File: config.mk
export PLATFORM = sky130hd
export DESIGN_NAME = game_timer_scheduler
export DESIGN_NICKNAME = d
export VERILOG_FILES = /design/src/rtl/game_timer_scheduler.sv
export SDC_FILE = /design/constraint.sdc
export NUM_CORES = 1
export LEC_CHECK = 0
export ABC_AREA = 1
export BUFFER_PORTS_ARGS = -buffer_cell sky130_fd_sc_hd__buf_2
export CAP_MARGIN = 20
export CORE_UTILIZATION = 60
export DETAILED_ROUTE_END_ITERATION = 6
export GPL_ROUTABILITY_DRIVEN = 0
export MAX_ROUTING_LAYER = met4
export PLACE_DENSITY = 0.78
export SLEW_MARGIN = 20
export SYNTH_ARGS = -nofsm -noshare
export SYNTH_HDL_FRONTEND = slang
export SYNTH_SLANG_ARGS = --single-unit
File: constraint.sdc
create_clock -name Clk -period 2.3 [get_ports Clk]
set_input_delay 0.115 -clock Clk [delete_from_list [all_inputs] [get_ports Clk]]
set_output_delay 0.115 -clock Clk [all_outputs]
set_load 0.01 [all_outputs]
File: src/rtl/game_timer_scheduler.sv
// Game-minute time base and professor quiz scheduler for the game FSM.
// Optional: define SCHED_JITTER_EN to add 0..3 LFSR minutes to quiz spacing.
module game_timer_scheduler #(
    parameter int TICKS_PER_MIN = 100000000,
    parameter int MAX_TIME      = 120,
    parameter int QUIZ_PERIOD   = 16,
    parameter int QUIZ_WINDOW   = 3
) (
    input  logic       Clk,
    input  logic       Reset,
    input  logic       Start,
    input  logic       Ack,
    input  logic       run,
    input  logic       in_quiz,
    output logic [7:0] minutes,
    output logic       tick,
    output logic       professor,
    output logic       quiz_timeout,
    output logic       time_up,
    output logic [2:0] sched_state
);

    localparam int PW = $clog2(TICKS_PER_MIN);
    localparam logic [PW-1:0] PRESC_MAX = PW'(TICKS_PER_MIN - 1);
    localparam logic [8:0] PERIOD9 = 9'(QUIZ_PERIOD);
    localparam logic [8:0] WINDOW9 = 9'(QUIZ_WINDOW);
    localparam logic [8:0] MAXT9 =
        (MAX_TIME > 511) ? 9'h1FF : 9'(MAX_TIME);
    localparam logic [7:0] LFSR_SEED = 8'hA5;

    typedef enum logic [2:0] {
        ST_STOPPED  = 3'd0,
        ST_RUNNING  = 3'd1,
        ST_PROF_REQ = 3'd2,
        ST_QUIZ     = 3'd3,
        ST_EXPIRED  = 3'd4
    } state_e;

    state_e        state_q, state_d;
    logic [PW-1:0] presc_q, presc_d;
    logic [7:0]    minutes_q, minutes_d;
    logic [7:0]    next_quiz_q, next_quiz_d;
    logic [7:0]    deadline_q, deadline_d;
    logic          fired_q, fired_d;
    logic          tick_q, tick_d;
    logic          prof_q, prof_d;
    logic          qto_q, qto_d;

    logic          counting;
    logic          wrap;
    logic          time_up_w;
    logic [1:0]    jit_run;
    logic [1:0]    jit_start;
    logic [8:0]    win_sum;
    logic [8:0]    per_sum;
    logic [8:0]    start_sum;
    logic [8:0]    inc_sum;

    function automatic logic [7:0] sat8(input logic [8:0] v);
        return v[8] ? 8'hFF : v[7:0];
    endfunction

`ifdef SCHED_JITTER_EN
    logic [7:0] lfsr_q, lfsr_d;
    logic       lfsr_fb;

    assign lfsr_fb   = lfsr_q[7] ^ lfsr_q[5] ^ lfsr_q[4] ^ lfsr_q[3];
    assign jit_run   = lfsr_q[1:0];
    assign jit_start = LFSR_SEED[1:0];

    // LFSR steps once per game minute; Start restarts the sequence.
    always_comb begin
        lfsr_d = lfsr_q;
        if (Start) begin
            lfsr_d = LFSR_SEED;
        end else if (wrap) begin
            lfsr_d = {lfsr_q[6:0], lfsr_fb};
        end
    end

    // LFSR register.
    always_ff @(posedge Clk or posedge Reset) begin
        if (Reset) begin
            lfsr_q <= LFSR_SEED;
        end else begin
            lfsr_q <= lfsr_d;
        end
    end
`else
    assign jit_run   = 2'd0;
    assign jit_start = 2'd0;
`endif

    assign time_up_w = {1'b0, minutes_q} >= MAXT9;

    assign counting = run &&
                      (state_q == ST_RUNNING ||
                       state_q == ST_PROF_REQ ||
                       state_q == ST_QUIZ);

    assign wrap = counting && (presc_q == PRESC_MAX);

    assign win_sum   = {1'b0, minutes_q} + WINDOW9;
    assign per_sum   = {1'b0, minutes_q} + PERIOD9 + {7'd0, jit_run};
    assign start_sum = PERIOD9 + {7'd0, jit_start};
    assign inc_sum   = {1'b0, minutes_q} + 9'd1;

    // Next-state: Start first, then prescaler, then scheduler decisions
    // made on pre-increment minutes.
    always_comb begin
        state_d     = state_q;
        presc_d     = presc_q;
        minutes_d   = minutes_q;
        next_quiz_d = next_quiz_q;
        deadline_d  = deadline_q;
        fired_d     = fired_q;
        tick_d      = 1'b0;
        qto_d       = 1'b0;

        if (Start) begin
            presc_d     = '0;
            minutes_d   = 8'd0;
            next_quiz_d = sat8(start_sum);
            fired_d     = 1'b0;
            state_d     = ST_RUNNING;
        end else begin
            if (wrap) begin
                presc_d   = '0;
                minutes_d = sat8(inc_sum);
                tick_d    = 1'b1;
            end else if (counting) begin
                presc_d = presc_q + PW'(1);
            end

            unique case (state_q)
                ST_STOPPED: begin
                    state_d = ST_STOPPED;
                end
                ST_RUNNING: begin
                    if (time_up_w) begin
                        state_d = ST_EXPIRED;
                    end else if (minutes_q >= next_quiz_q) begin
                        state_d = ST_PROF_REQ;
                    end else if (in_quiz) begin
                        deadline_d = sat8(win_sum);
                        fired_d    = 1'b0;
                        state_d    = ST_QUIZ;
                    end
                end
                ST_PROF_REQ: begin
                    if (in_quiz) begin
                        deadline_d = sat8(win_sum);
                        fired_d    = 1'b0;
                        state_d    = ST_QUIZ;
                    end
                end
                ST_QUIZ: begin
                    if (!in_quiz) begin
                        next_quiz_d = sat8(per_sum);
                        fired_d     = 1'b0;
                        state_d     = ST_RUNNING;
                    end else if (!fired_q &&
                                 minutes_q >= deadline_q) begin
                        qto_d   = 1'b1;
                        fired_d = 1'b1;
                    end
                end
                ST_EXPIRED: begin
                    if (Ack) begin
                        state_d = ST_STOPPED;
                    end
                end
                default: begin
                    state_d = ST_STOPPED;
                end
            endcase
        end

        prof_d = (state_d == ST_PROF_REQ);
    end

    // Scheduler state and registered outputs.
    always_ff @(posedge Clk or posedge Reset) begin
        if (Reset) begin
            state_q     <= ST_STOPPED;
            presc_q     <= '0;
            minutes_q   <= 8'd0;
            next_quiz_q <= PERIOD9[7:0];
            deadline_q  <= 8'd0;
            fired_q     <= 1'b0;
            tick_q      <= 1'b0;
            prof_q      <= 1'b0;
            qto_q       <= 1'b0;
        end else begin
            state_q     <= state_d;
            presc_q     <= presc_d;
            minutes_q   <= minutes_d;
            next_quiz_q <= next_quiz_d;
            deadline_q  <= deadline_d;
            fired_q     <= fired_d;
            tick_q      <= tick_d;
            prof_q      <= prof_d;
            qto_q       <= qto_d;
        end
    end

    assign minutes      = minutes_q;
    assign tick         = tick_q;
    assign professor    = prof_q;
    assign quiz_timeout = qto_q;
    assign time_up      = time_up_w;
    assign sched_state  = state_q;

endmodule

* Word-level counts from Yosys, hierarchy flattened
Cells that the tools add are included.
Storage, ports and cells: register bits 58, output and inout bits 15, logic and storage cells 78
Cells by class: $add $sub $neg 4, magnitude comparators 3, equal/unequal tests 12, mux-type cells 35, bitwise gates (word level) 1, reductions and logical operators 14
Operators by type and width (count):
- two-way mux 8 bit | 11
- two-way mux 27 bit | 3
- adder 27 x 1 -> 27 bit (second input constant) | 1
- equality test 27 bit (second input constant) | 1
- two-way mux 3 bit | 6
- greater-or-equal comparator 8 bit | 2
- case mux 8 bit (2 select lines) | 1
- two-way mux 1 bit | 12
- case mux 3 bit (4 select lines) | 1
- adder 8 x 1 -> 9 bit (second input constant) | 1
- adder 8 x 2 -> 9 bit (second input constant) | 1
- adder 8 x 5 -> 9 bit (second input constant) | 1
- equality test 3 x 2 -> 1 bit (second input constant) | 3
- greater-or-equal comparator 8 x 7 -> 1 bit (second input constant) | 1
- AND reduction 4 bit | 2
- != test 2 bit (second input constant) | 3
- != test 3 bit (second input constant) | 2
- nonzero test 2 bit | 3
- != test 4 x 3 -> 1 bit (second input constant) | 1
- nonzero test 4 bit | 1
- equality test 3 x 1 -> 1 bit (second input constant) | 1
- equality test 3 bit (second input constant) | 1
- logical AND 1 bit | 3
- case mux 1 bit (3 select lines) | 1
- 5 further kinds | 6

* Longest topological paths before layout
Gate-level depths: netlist of run 1.
depth in word-level cells 7, gate-level depth with buffers 15, depth with buffers taken out 15

* Worst setup path after synthesis of run 1
No wires, ideal clock.
path kind flip-flop to flip-flop, start point register minutes_q[4] (netlist: minutes[4]), end point register deadline_q[1], data arrival time 1681 ps, slack 545 ps, cell stages (with the launch flop) 11, path buffers 1, cell sequence dfrtp_1 > ha_1 > nand2_2 > o21ai_4 > nor2_2 > nor2_1 > nor2_2 > nand2_2 > buf_6 > nand2_1 > o21ai_2
On the way: elaborated cells on any way between the ends 11, classes of those cells add/sub (1); order compare (2); eq/ne (2); mux (5); reduce/logical (1)
RTL lines:
- start, declared | line 41 | logic [7:0] minutes_q, minutes_d;
- start signal, assigned | line 197 | minutes_q <= minutes_d;
- greater-or-equal comparator 8 x 7 -> 1 bit | line 94 | assign time_up_w = {1'b0, minutes_q} >= MAXT9;
- net time_up | line 19 | output logic time_up,
- != test 2 bit (no line)
- AND reduction 4 bit (no line)
- end signal, assigned | line 199 | deadline_q <= deadline_d;
- end, declared | line 43 | logic [7:0] deadline_q, deadline_d;
The timed path passes the listed nets, and every way through them passes these cells. The select of a mux whose other input is x is not followed. A chain may end at the register's enable or synchronous reset.

* Worst setup path in the final report of run 1
start point register minutes_q[0] (netlist: minutes[0]), end point register deadline_q[6]
On the way: cells in the longest elaborated chain, start to end 6, elaborated cells on any way between the ends 11, classes of those cells add/sub (1); order compare (2); eq/ne (2); mux (5); reduce/logical (1)
Ends and longest elaborated chain:
- adder 8 x 2 -> 9 bit | line 103 | assign win_sum = {1'b0, minutes_q} + WINDOW9;
- two-way mux 8 bit | line 60 | return v[8] ? 8'hFF : v[7:0];
- two-way mux 8 bit | line 144, 151
- two-way mux 8 bit | line 142 | end else if (minutes_q >= next_quiz_q) begin
- two-way mux 8 bit | line 140 | if (time_up_w) begin
- case mux 8 bit (2 select lines) | line 135 | unique case (state_q)
Parallel ways exist; a longest one is shown, timed or not. The select of a mux whose other input is x is not followed.

==> flow_summary.json, run 1 <==
{
  "fin_crit_sh_pct": 87.73,
  "vias": 3737,
  "grt_pass1_wl_um": 15770,
  "routedWlPerCell_um": 13.82,
  "detail-route-antenna-nets": 0,
  "rsz0062_at_grt": "no",
  "slew_headroom_pct": 64.64,
  "worstSetupPathType": "flop to flop",
  "clk_latency_ns": 0.34,
  "power-per-cell-area_nw_per_um2": 554.7,
  "via_per_inst": 5.628,
  "htreeDepth": 3,
  "cp-end-kind": "flop",
  "post-route-drc-count": 0,
  "crit_slowest_cell": "dfrtp_1",
  "start_kind": "flop",
  "yosys_register_bits": 58,
  "grt_use_met3_pct": 4.573,
  "worstPathArrival_ns": 2.23,
  "rows": 29,
  "synthTopCellsByArea": "dfrtp_1 36%, nand2_1 13%, inv_1 7.4%",
  "core_area_um2": 6350,
  "drt-total-wl_um": 9174,
  "async_reset_ff_share_pct": 100.0,
  "yosysSeqAreaShare_pct": 36.96,
  "grt_pass1_vias": 3414,
  "cts_tree": "yes",
  "synth_edf_count": 0,
  "port_buffers": 20,
  "post-cts-setup-buffers": 0,
  "cts_inserted_buffers": 9,
  "antenna_found_initial": 0,
  "synth_top_area_cell": "dfrtp_1",
  "grtUsageMet1_pct": 42.98,
  "tightest_slew_ns": 0.5298,
  "hold_violations": 0,
  "root_buffer": "clkbuf_8",
  "ir_worst_vdd_mv": 0.4830,
  "grt_overflow": 0,
  "met2_usage_pct": 41.65,
  "critPathMaxStageDelay_ns": 0.43,
  "post-route-min-period_ns": 2.018,
  "synth_top_area_share_pct": 36.29,
  "io_pins": 21,
  "die_x_um": 82.93,
  "leakage_nw": 2.140,
  "n_fill_cell": 524,
  "clk_path_buf_depth": 2,
  "syn-num-nets": 580,
  "syn_inst": 553,
  "gr-max-usage-layer": "met1",
  "synth_common_cells": "140 x nand2_1, 78 x inv_1, 72 x nor2_1, 57 x dfrtp_1, 36 x o21ai_0",
  "dominantRegCellSynth": "dfrtp_1",
  "hp-class": "input port to flop",
  "synth.distinct_cells": 38,
  "final_nets": 610,
  "initial_core_util_pct": 61.89,
  "setup_viol": 0,
  "dr.pass1.iters": 5,
  "slew_viol_final": 0,
  "areaGrowthSynthToFinish_pct": 11.40,
  "die_h_um": 82.93,
  "synth_most_common_cell": "nand2_1",
  "grt_max_degree": 59,
  "required_ns": 2.51,
  "dieArea_um2": 6877,
  "netlist_area_um2": 3930,
  "fmax_ghz": 0.4956,
  "dpl.hpwl_um": 6751,
  "holdWs_ns": 0.04265,
  "fin_setup_tns_ns": 0,
  "n_antenna_cell": 0,
  "cap_violations": 0,
  "fin_worst_skew_ns": 0.008160,
  "yosys_warnings": 0,
  "cp_max_fo": 16,
  "drt_iter0_drc": 427,
  "worst_path_most_repeated_cell": "nand2_1",
  "outcome": "complete, no violations",
  "crit_chain": "inv_1 -> ha_1 -> nand2_1 -> nand3_1 -> nand2_1 -> nand2_1 -> nand2_1 -> nand2_1 -> nand2_1 -> nand2_2 -> nor2_1 -> a21oi_2",
  "grt_usage_pct": 29.29,
  "clk_pin_slew_worst_paths_ns": 0.07,
  "synth.avg_cell_area_um2": 7.107,
  "drive_gt1_share_pct": 14.82,
  "cts_sinks": 58
}
## through the flow
step	instance area, um^2	worst slack (ns)	total power, W	cells	util, %
floorplan	3930	0.5453	0.001233	553	-
global placement	4128	0.4259	0.001274	648	65.00
detailed placement	4128	0.3340	0.001281	648	65.00
CTS	4378	0.2953	0.002437	664	68.95
global route	4378	0.08793	0.002518	664	68.95
finish	4378	0.2821	0.002428	664	68.95
## layout by cell type (no fill, tap or decap), types with 5 or more instances in the layout
cell type and instances:
ha_1 21, o21ai_2 5, xor2_1 6, a21oi_1 17
nor3_1 12, nand2_1 140, inv_1 77, clkbuf_8 10
o21ai_0 36, buf_4 6, nor2_1 72, nand3_1 35
nor2_2 9, a21oi_2 5, inv_2 7, buf_2 20
nand4_1 11, nand2_2 6, dfrtp_1 57
## repair_timing
action / in CTS / in global routing
setup endpoints to repair: 0 / 0
hold buffers: 1 / 0
endpoints found under the hold margin: 57 / 0
resized for setup: 0 / 0
## cell families after synthesis
kind of cell | Yosys count | synth area share, %
buf+inv | 93 | 9.646
xor+xnor | 7 | 1.560
fa+ha+maj | 21 | 6.686
compound gates | 75 | 11.33
flops | 58 | 36.96
simple gates | 299 | 33.81
## final cells by class
| cell class | count | area (um^2) | share of cell area, % |
|---|---|---|---|
| inverter | 84 | 315.3 | 7.202 |
| multi-input combinational | 402 | 2098 | 47.93 |
| sequential | 58 | 1453 | 33.18 |
| tap | 77 | 96.34 | 2.201 |
| timing repair buffer | 28 | 175.2 | 4.001 |
| clock buffer | 10 | 137.6 | 3.144 |
| clock inverter | 5 | 102.6 | 2.344 |
## sequential cells by signal (all words and copies together), names as in the netlist
| register | count |
|---|---|
| quiz_timeout | 1 |
| presc_q | 27 |
| deadline_q | 8 |
| professor | 1 |
| minutes | 8 |
| next_quiz_q | 8 |
| sched_state | 3 |
| fired_q | 1 |
| tick | 1 |
## metal layers
metal | wire, um | share of wire, %
met1 | 4471 | 49
met2 | 3962 | 43
met3 | 588 | 6.4
met4 | 151 | 1.6
met5 | 0 | 0
## worst paths after layout
path	depth (start not counted)	startpoint	end	slack [ns]
hold reg to reg	2	fired_q$_DFFE_PP0P_	fired_q$_DFFE_PP0P_	0.48
setup / recovery	12	minutes[0]$_DFFE_PP0P_	deadline_q[6]$_DFFE_PP0P_	0.28
max in group asynchronous	4	Reset	next_quiz_q[4]$_DFFE_PP1P_	1.63
setup reg to reg	12	minutes[0]$_DFFE_PP0P_	deadline_q[6]$_DFFE_PP0P_	0.28
hold / removal	4	Ack	sched_state[2]$_DFF_PP0_	0.04
min in group asynchronous	4	Reset	deadline_q[4]$_DFFE_PP0P_	0.38
## worst max-delay path: cells and delay by family, from the launching register on
| family | cells | cell delay (ns) |
|---|---|---|
| AND/OR/NAND/NOR | 9 | 0.93 |
| flip-flops | 1 | 0.43 |
| adder cells (fa/ha/maj) | 1 | 0.27 |
| buffers and inverters | 1 | 0.20 |
| AO/OA/AOI/OAI | 1 | 0.05 |
## power by group
| group | leakage, nW | total (W) | switching, W | internal, W |
|---|---|---|---|---|
| combinational | 1.24 | 0.000195 | 0.000132 | 0.0000627 |
| sequential | 0.784 | 0.00107 | 0.0000173 | 0.00105 |
| clock | 0.118 | 0.00117 | 0.000426 | 0.000741 |
| total | 2.14 | 0.00243 | 0.000575 | 0.00185 |
Note: power is estimated with default switching activity, not from simulation.
==> run 2: changes to the inputs <==
- ABC_AREA: 1 -> 0
- PLACE_DENSITY: 0.78 -> 0.79
==> flow_summary.json, run 2 <==
{
  "setup_viol": 4,
  "detail-route-antenna-nets": 0,
  "violations": "setup timing",
  "setup_slack_ns": -0.01328,
  "port_buffers": 20,
  "seq_power_share_pct": 49.0,
  "core_area_um2": 5507,
  "cts_tree": "yes",
  "pre_cts_slack_ns": -0.06281,
  "areaGrowthSynthToFinish_pct": 17.82,
  "slew_viol_final": 0,
  "die_x_um": 77.58,
  "cap_violations": 0,
  "p_clk_share_pct": 46.7,
  "grt_usage_pct": 28.58,
  "cp-end-kind": "flop",
  "clk_path_buf_depth": 2,
  "synth.avg_cell_area_um2": 8.948,
  "fin_crit_sh_pct": 100.6,
  "worstSetupPathType": "flop to flop",
  "grt_pass1_vias": 2813,
  "synthTopCellsByArea": "dfrtp_1 42%, ha_1 7.7%, nor2_1 6.4%",
  "cp_max_fo": 8,
  "root_buffer": "clkbuf_8",
  "syn_inst": 383,
  "comb_power_share_pct": 4.3,
  "worstPathArrival_ns": 2.53,
  "yosys_warnings": 0,
  "fin_worst_skew_ns": 0.01514,
  "slew_headroom_pct": 43.58,
  "reg2reg_from": "minutes[5]$_DFFE_PP0P_",
  "synth_common_cells": "58 x nor2_1, 57 x dfrtp_1, 35 x nand2_1, 27 x inv_1, 21 x ha_1",
  "dr.pass1.iters": 5,
  "rows": 27,
  "cts_inserted_buffers": 9,
  "synth_top_area_share_pct": 41.62,
  "total_power_w": 0.002096,
  "grt_pass1_wl_um": 12860,
  "clk_latency_ns": 0.35,
  "hp-class": "input port to flop",
  "final_nets": 451,
  "async_reset_ff_share_pct": 100.0,
  "dpl.hpwl_um": 5365,
  "required_ns": 2.52,
  "post-route-util_pct": 73.32,
  "antenna_found_initial": 0,
  "place_inst": 480,
  "tightest_slew_ns": 0.8450,
  "drt_iter0_drc": 216,
  "yosysSeqAreaShare_pct": 42.39,
  "post-route-drc-count": 0,
  "dominantRegCellSynth": "dfrtp_1",
  "final_cell_mix": "57 x nor2_1, 57 x dfrtp_1, 35 x nand2_1, 24 x inv_1, 22 x buf_4",
  "io_pins": 21,
  "ir_worst_vdd_mv": 0.3999,
  "largest_register_ffs": 27,
  "synth_most_common_cell": "nor2_1",
  "layoutNonFillerInstCount": 500,
  "sw_frac_of_total_pct": 21.98,
  "synth_edf_count": 0,
  "clk_pin_slew_worst_paths_ns": 0.06,
  "p_sw_w": 0.0004608,
  "outcome": "complete, but fails checks",
  "post-route-min-period_ns": 2.313,
  "hold_violations": 0,
  "routedWlPerCell_um": 15.27,
  "vias": 2928,
  "n_antenna_cell": 0,
  "hold_start": "Start",
  "dieArea_um2": 6018,
  "htreeDepth": 3,
  "initial_core_util_pct": 62.24,
  "rsz0062_at_grt": "yes",
  "fmax_ghz": 0.4323,
  "internal_power_w": 0.001635,
  "via_per_inst": 5.856,
  "cts_sinks": 58,
  "netlist_area_um2": 3427,
  "start_kind": "flop",
  "drive_gt1_share_pct": 19.63,
  "largest-register": "presc_q",
  "synth.distinct_cells": 46,
  "synth_top_area_cell": "dfrtp_1",
  "cp-startpoint": "minutes[5]$_DFFE_PP0P_",
  "drt-total-wl_um": 7633,
  "fin_setup_tns_ns": -0.02726,
  "leakage_nw": 1.818,
  "yosys_register_bits": 58,
  "grt_overflow": 0,
  "power-per-cell-area_nw_per_um2": 519.2,
  "grt_max_degree": 42,
  "die_h_um": 77.58,
  "syn-num-nets": 410
}
==> run 2: cell count changes in the layout (fill, tap and decap cells not counted), sizes merged, moves of 16 or more <==
| cell | delta |
|---|---|
| buf | +16 |
| inv | -58 |
| nand2 | -111 |
| nand3 | -20 |
| nor2 | -27 |
| o21ai | -28 |
==> run 2: path summary, 6_finish.rpt <==
| path | end | slack, ns | cells after the start |
|---|---|---|---|
| setup / recovery | deadline_q[1]$_DFFE_PP0P_ | -0.01 | 7 |
| hold / removal | presc_q[1]$_DFFE_PP0P_ | 0.04 | 2 |
| setup reg to reg | deadline_q[1]$_DFFE_PP0P_ | -0.01 | 7 |
| hold reg to reg | next_quiz_q[6]$_DFFE_PP0P_ | 0.47 | 2 |
| max in group asynchronous | next_quiz_q[2]$_DFFE_PP0P_ | 1.13 | 4 |
| min in group asynchronous | professor$_DFF_PP0_ | 0.48 | 3 |
==> run 2: timing repair <==
| action | 4_1_cts | 5_1_grt |
|---|---|---|
| gates cloned | 0 | 0 |
| hold endpoints to repair | 38 | 0 |
| gates resized for setup | 3 | 4 |
| setup buffers | 2 | 2 |
| hold buffers | 1 | 0 |
| endpoints found under the setup margin | 9 | 10 |
| pin swaps | 8 | 5 |
==> run 2: layout make-up <==
class	instances	area (um^2)
multi-input cells	284	1889
fillers	402	1469
flip-flops and latches	58	1453
repair buffers	44	295.3
clock buffers	13	168.9
inverters	27	106.4
well taps	72	90.09
clock inverters	2	35.03
==> run 2: power by group through the flow <==
stage / Combinational [W] / Clock, W / Sequential [W]
3_3_place_gp: 0.0000870 / 0 / 0.00105
5_1_grt: 0.000101 / 0.00103 / 0.00103
3_5_place_dp: 0.0000886 / 0 / 0.00105
2_1_floorplan: 0.0000553 / 0 / 0.00105
4_1_cts: 0.0000908 / 0.000986 / 0.00103
6_report: 0.0000904 / 0.000979 / 0.00103
==> run 2: per-stage QoR <==
step | area [um^2] | hold slack, ns
finish | 4038 | 0.04382
global route | 4038 | 0.04796
CTS | 4018 | 0.03266
detailed placement | 3759 | 0.3334
global placement | 3759 | 0.3196
floorplan | 3491 | 0.2568
==> run 2: kinds of logic after synthesis <==
group / Yosys count / synth area share, %
mux: 10 / 3.177
buf+inv: 41 / 4.929
xor+xnor: 27 / 6.900
compound gates: 51 / 9.749
fa+ha+maj: 21 / 7.667
flops: 58 / 42.39
simple gates: 175 / 25.19
==> run 2: metal layers <==
metal	GRT usage, %	vias up	part of all wire (%)
li1	-	1404	-
met1	32.95	1405	42
met2	47.70	98	50
met3	5.882	21	5.1
met4	13.58	0	2.9
met5	-	-	0
==> run 2: worst max-delay path, stage by stage, from the launching register on <==
cell and delay [ns]:
dfrtp_1 0.38, buf_4 0.17, ha_1 0.20, a31o_2 0.28
or4_4 0.54, o21ai_4 0.17, buf_12 0.15, mux2_4 0.30
==> run 3: changes to the inputs <==
- ABC_CLOCK_PERIOD_IN_PS: unset -> 2300
- GPL_TIMING_DRIVEN: unset -> 0
==> flow_summary.json, run 3 (same netlist as run 2, synthesis figures left out) <==
{
  "clk_path_buf_depth": 2,
  "cp-end-kind": "flop",
  "hold_violations": 0,
  "fmax_ghz": 0.4294,
  "slew_viol_final": 0,
  "grt_usage_pct": 29.07,
  "drive_gt1_share_pct": 21.59,
  "rows": 27,
  "clk_pin_slew_worst_paths_ns": 0.07,
  "drt-total-wl_um": 8029,
  "fin_crit_sh_pct": 101.3,
  "n_antenna_cell": 0,
  "die_x_um": 77.58,
  "grt_overflow": 0,
  "cap_violations": 0,
  "leakage_nw": 1.853,
  "fin_setup_tns_ns": -0.1340,
  "post-route-min-period_ns": 2.329,
  "total_power_w": 0.002151,
  "power-per-cell-area_nw_per_um2": 521.3,
  "largest-register": "presc_q",
  "pre_cts_slack_ns": -0.2485,
  "post-route-drc-count": 0,
  "required_ns": 2.52,
  "vias": 2972,
  "rsz0062_at_grt": "yes",
  "areaGrowthSynthToFinish_pct": 20.41,
  "dr.pass1.iters": 6,
  "grt_pass1_vias": 2817,
  "root_buffer": "clkbuf_8",
  "final_cell_mix": "58 x nor2_1, 53 x dfrtp_1, 35 x nand2_1, 26 x buf_2, 24 x inv_1",
  "grt_max_degree": 59,
  "violations": "setup timing",
  "worstSetupPathType": "flop to flop",
  "dpl.hpwl_um": 5249,
  "start_kind": "flop",
  "setup_slack_ns": -0.02876,
  "slew_headroom_pct": 53.43,
  "htreeDepth": 3,
  "clk_latency_ns": 0.34,
  "core_area_um2": 5507,
  "dieArea_um2": 6018,
  "largest_register_ffs": 27,
  "post-route-util_pct": 74.94,
  "fin_worst_skew_ns": 0.008716,
  "port_buffers": 20,
  "tightest_slew_ns": 0.6986,
  "cts_tree": "yes",
  "drt_iter0_drc": 231,
  "grt_pass1_wl_um": 13080,
  "worstPathArrival_ns": 2.55,
  "n_fill_cell": 394,
  "final_nets": 462,
  "outcome": "complete, but fails checks",
  "io_pins": 21,
  "initial_core_util_pct": 62.24,
  "antenna_found_initial": 0,
  "holdWs_ns": 0.09412,
  "routedWlPerCell_um": 15.68,
  "cts_sinks": 58,
  "cts_inserted_buffers": 9,
  "detail-route-antenna-nets": 0,
  "cp_max_fo": 8,
  "setup_viol": 7,
  "final_common_cell": "nor2_1",
  "ir_worst_vdd_mv": 0.3882,
  "hp-class": "input port to flop",
  "via_per_inst": 5.805,
  "die_h_um": 77.58
}
[run 3: worst max-delay path, cell delays in order, from the launching register on]
cell and delay, ns:
dfrtp_1 0.44, inv_6 0.08, ha_4 0.18, o211ai_1 0.19, a211oi_2 0.13, or4_4 0.58
o21ai_4 0.17, buf_12 0.15, mux2_4 0.30
[run 3: worst paths after layout]
| path | startpoint | end | slack (ns) | depth (start not counted) |
|---|---|---|---|---|
| setup / recovery | minutes[0]$_DFFE_PP0P_ | deadline_q[7]$_DFFE_PP0P_ | -0.03 | 8 |
| min in group asynchronous | Reset | next_quiz_q[6]$_DFFE_PP0P_ | 0.46 | 3 |
| hold reg to reg | fired_q$_DFFE_PP0P_ | quiz_timeout$_DFF_PP0_ | 0.47 | 1 |
| max in group asynchronous | Reset | minutes[3]$_DFFE_PP0P_ | 1.35 | 3 |
| setup reg to reg | minutes[0]$_DFFE_PP0P_ | deadline_q[7]$_DFFE_PP0P_ | -0.03 | 8 |
| hold / removal | in_quiz | quiz_timeout$_DFF_PP0_ | 0.09 | 3 |
[run 3: cell type report]
| class | instances | area (um^2) | share of cell area, % |
|---|---|---|---|
| Tap cell | 72 | 90.09 | 2.183 |
| Buffer | 13 | 63.81 | 1.546 |
| Clock inverter | 1 | 30.03 | 0.7277 |
| Inverter | 27 | 108.9 | 2.638 |
| Timing Repair Buffer | 42 | 280.3 | 6.792 |
| Multi-Input combinational cell | 284 | 1909 | 46.27 |
| Sequential cell | 58 | 1458 | 35.32 |
| Clock buffer | 15 | 186.4 | 4.518 |
[run 3: through the flow]
step	std cells	instance area (um^2)
CTS	500	3990
detailed placement	475	3684
global route	512	4126
floorplan	383	3491
global placement	475	3681
finish	512	4126
[run 3: what timing repair did]
item | 4_1_cts | 5_1_grt
setup buffers | 8 | 13
cloned | 0 | 0
gates resized for setup | 3 | 10
setup endpoints to repair | 8 | 32
endpoints found under the hold margin | 57 | 0
hold buffers | 1 | 0
pin swaps | 4 | 6
[run 3: layer usage]
layer | up-vias | routed length (um) | share of wire [%] | track usage [%]
met5 | - | 0 | 0 | -
met4 | 0 | 166 | 2.1 | 11.51
met3 | 16 | 424 | 5.3 | 5.647
met2 | 111 | 3963 | 49 | 46.90
met1 | 1411 | 3474 | 43 | 36.06
li1 | 1434 | - | - | -
[run 3: power by group]
part / switching (W) / internal [W]
Combinational: 0.0000628 / 0.0000263
Sequential: 0.00000292 / 0.00102
Clock: 0.000415 / 0.000621
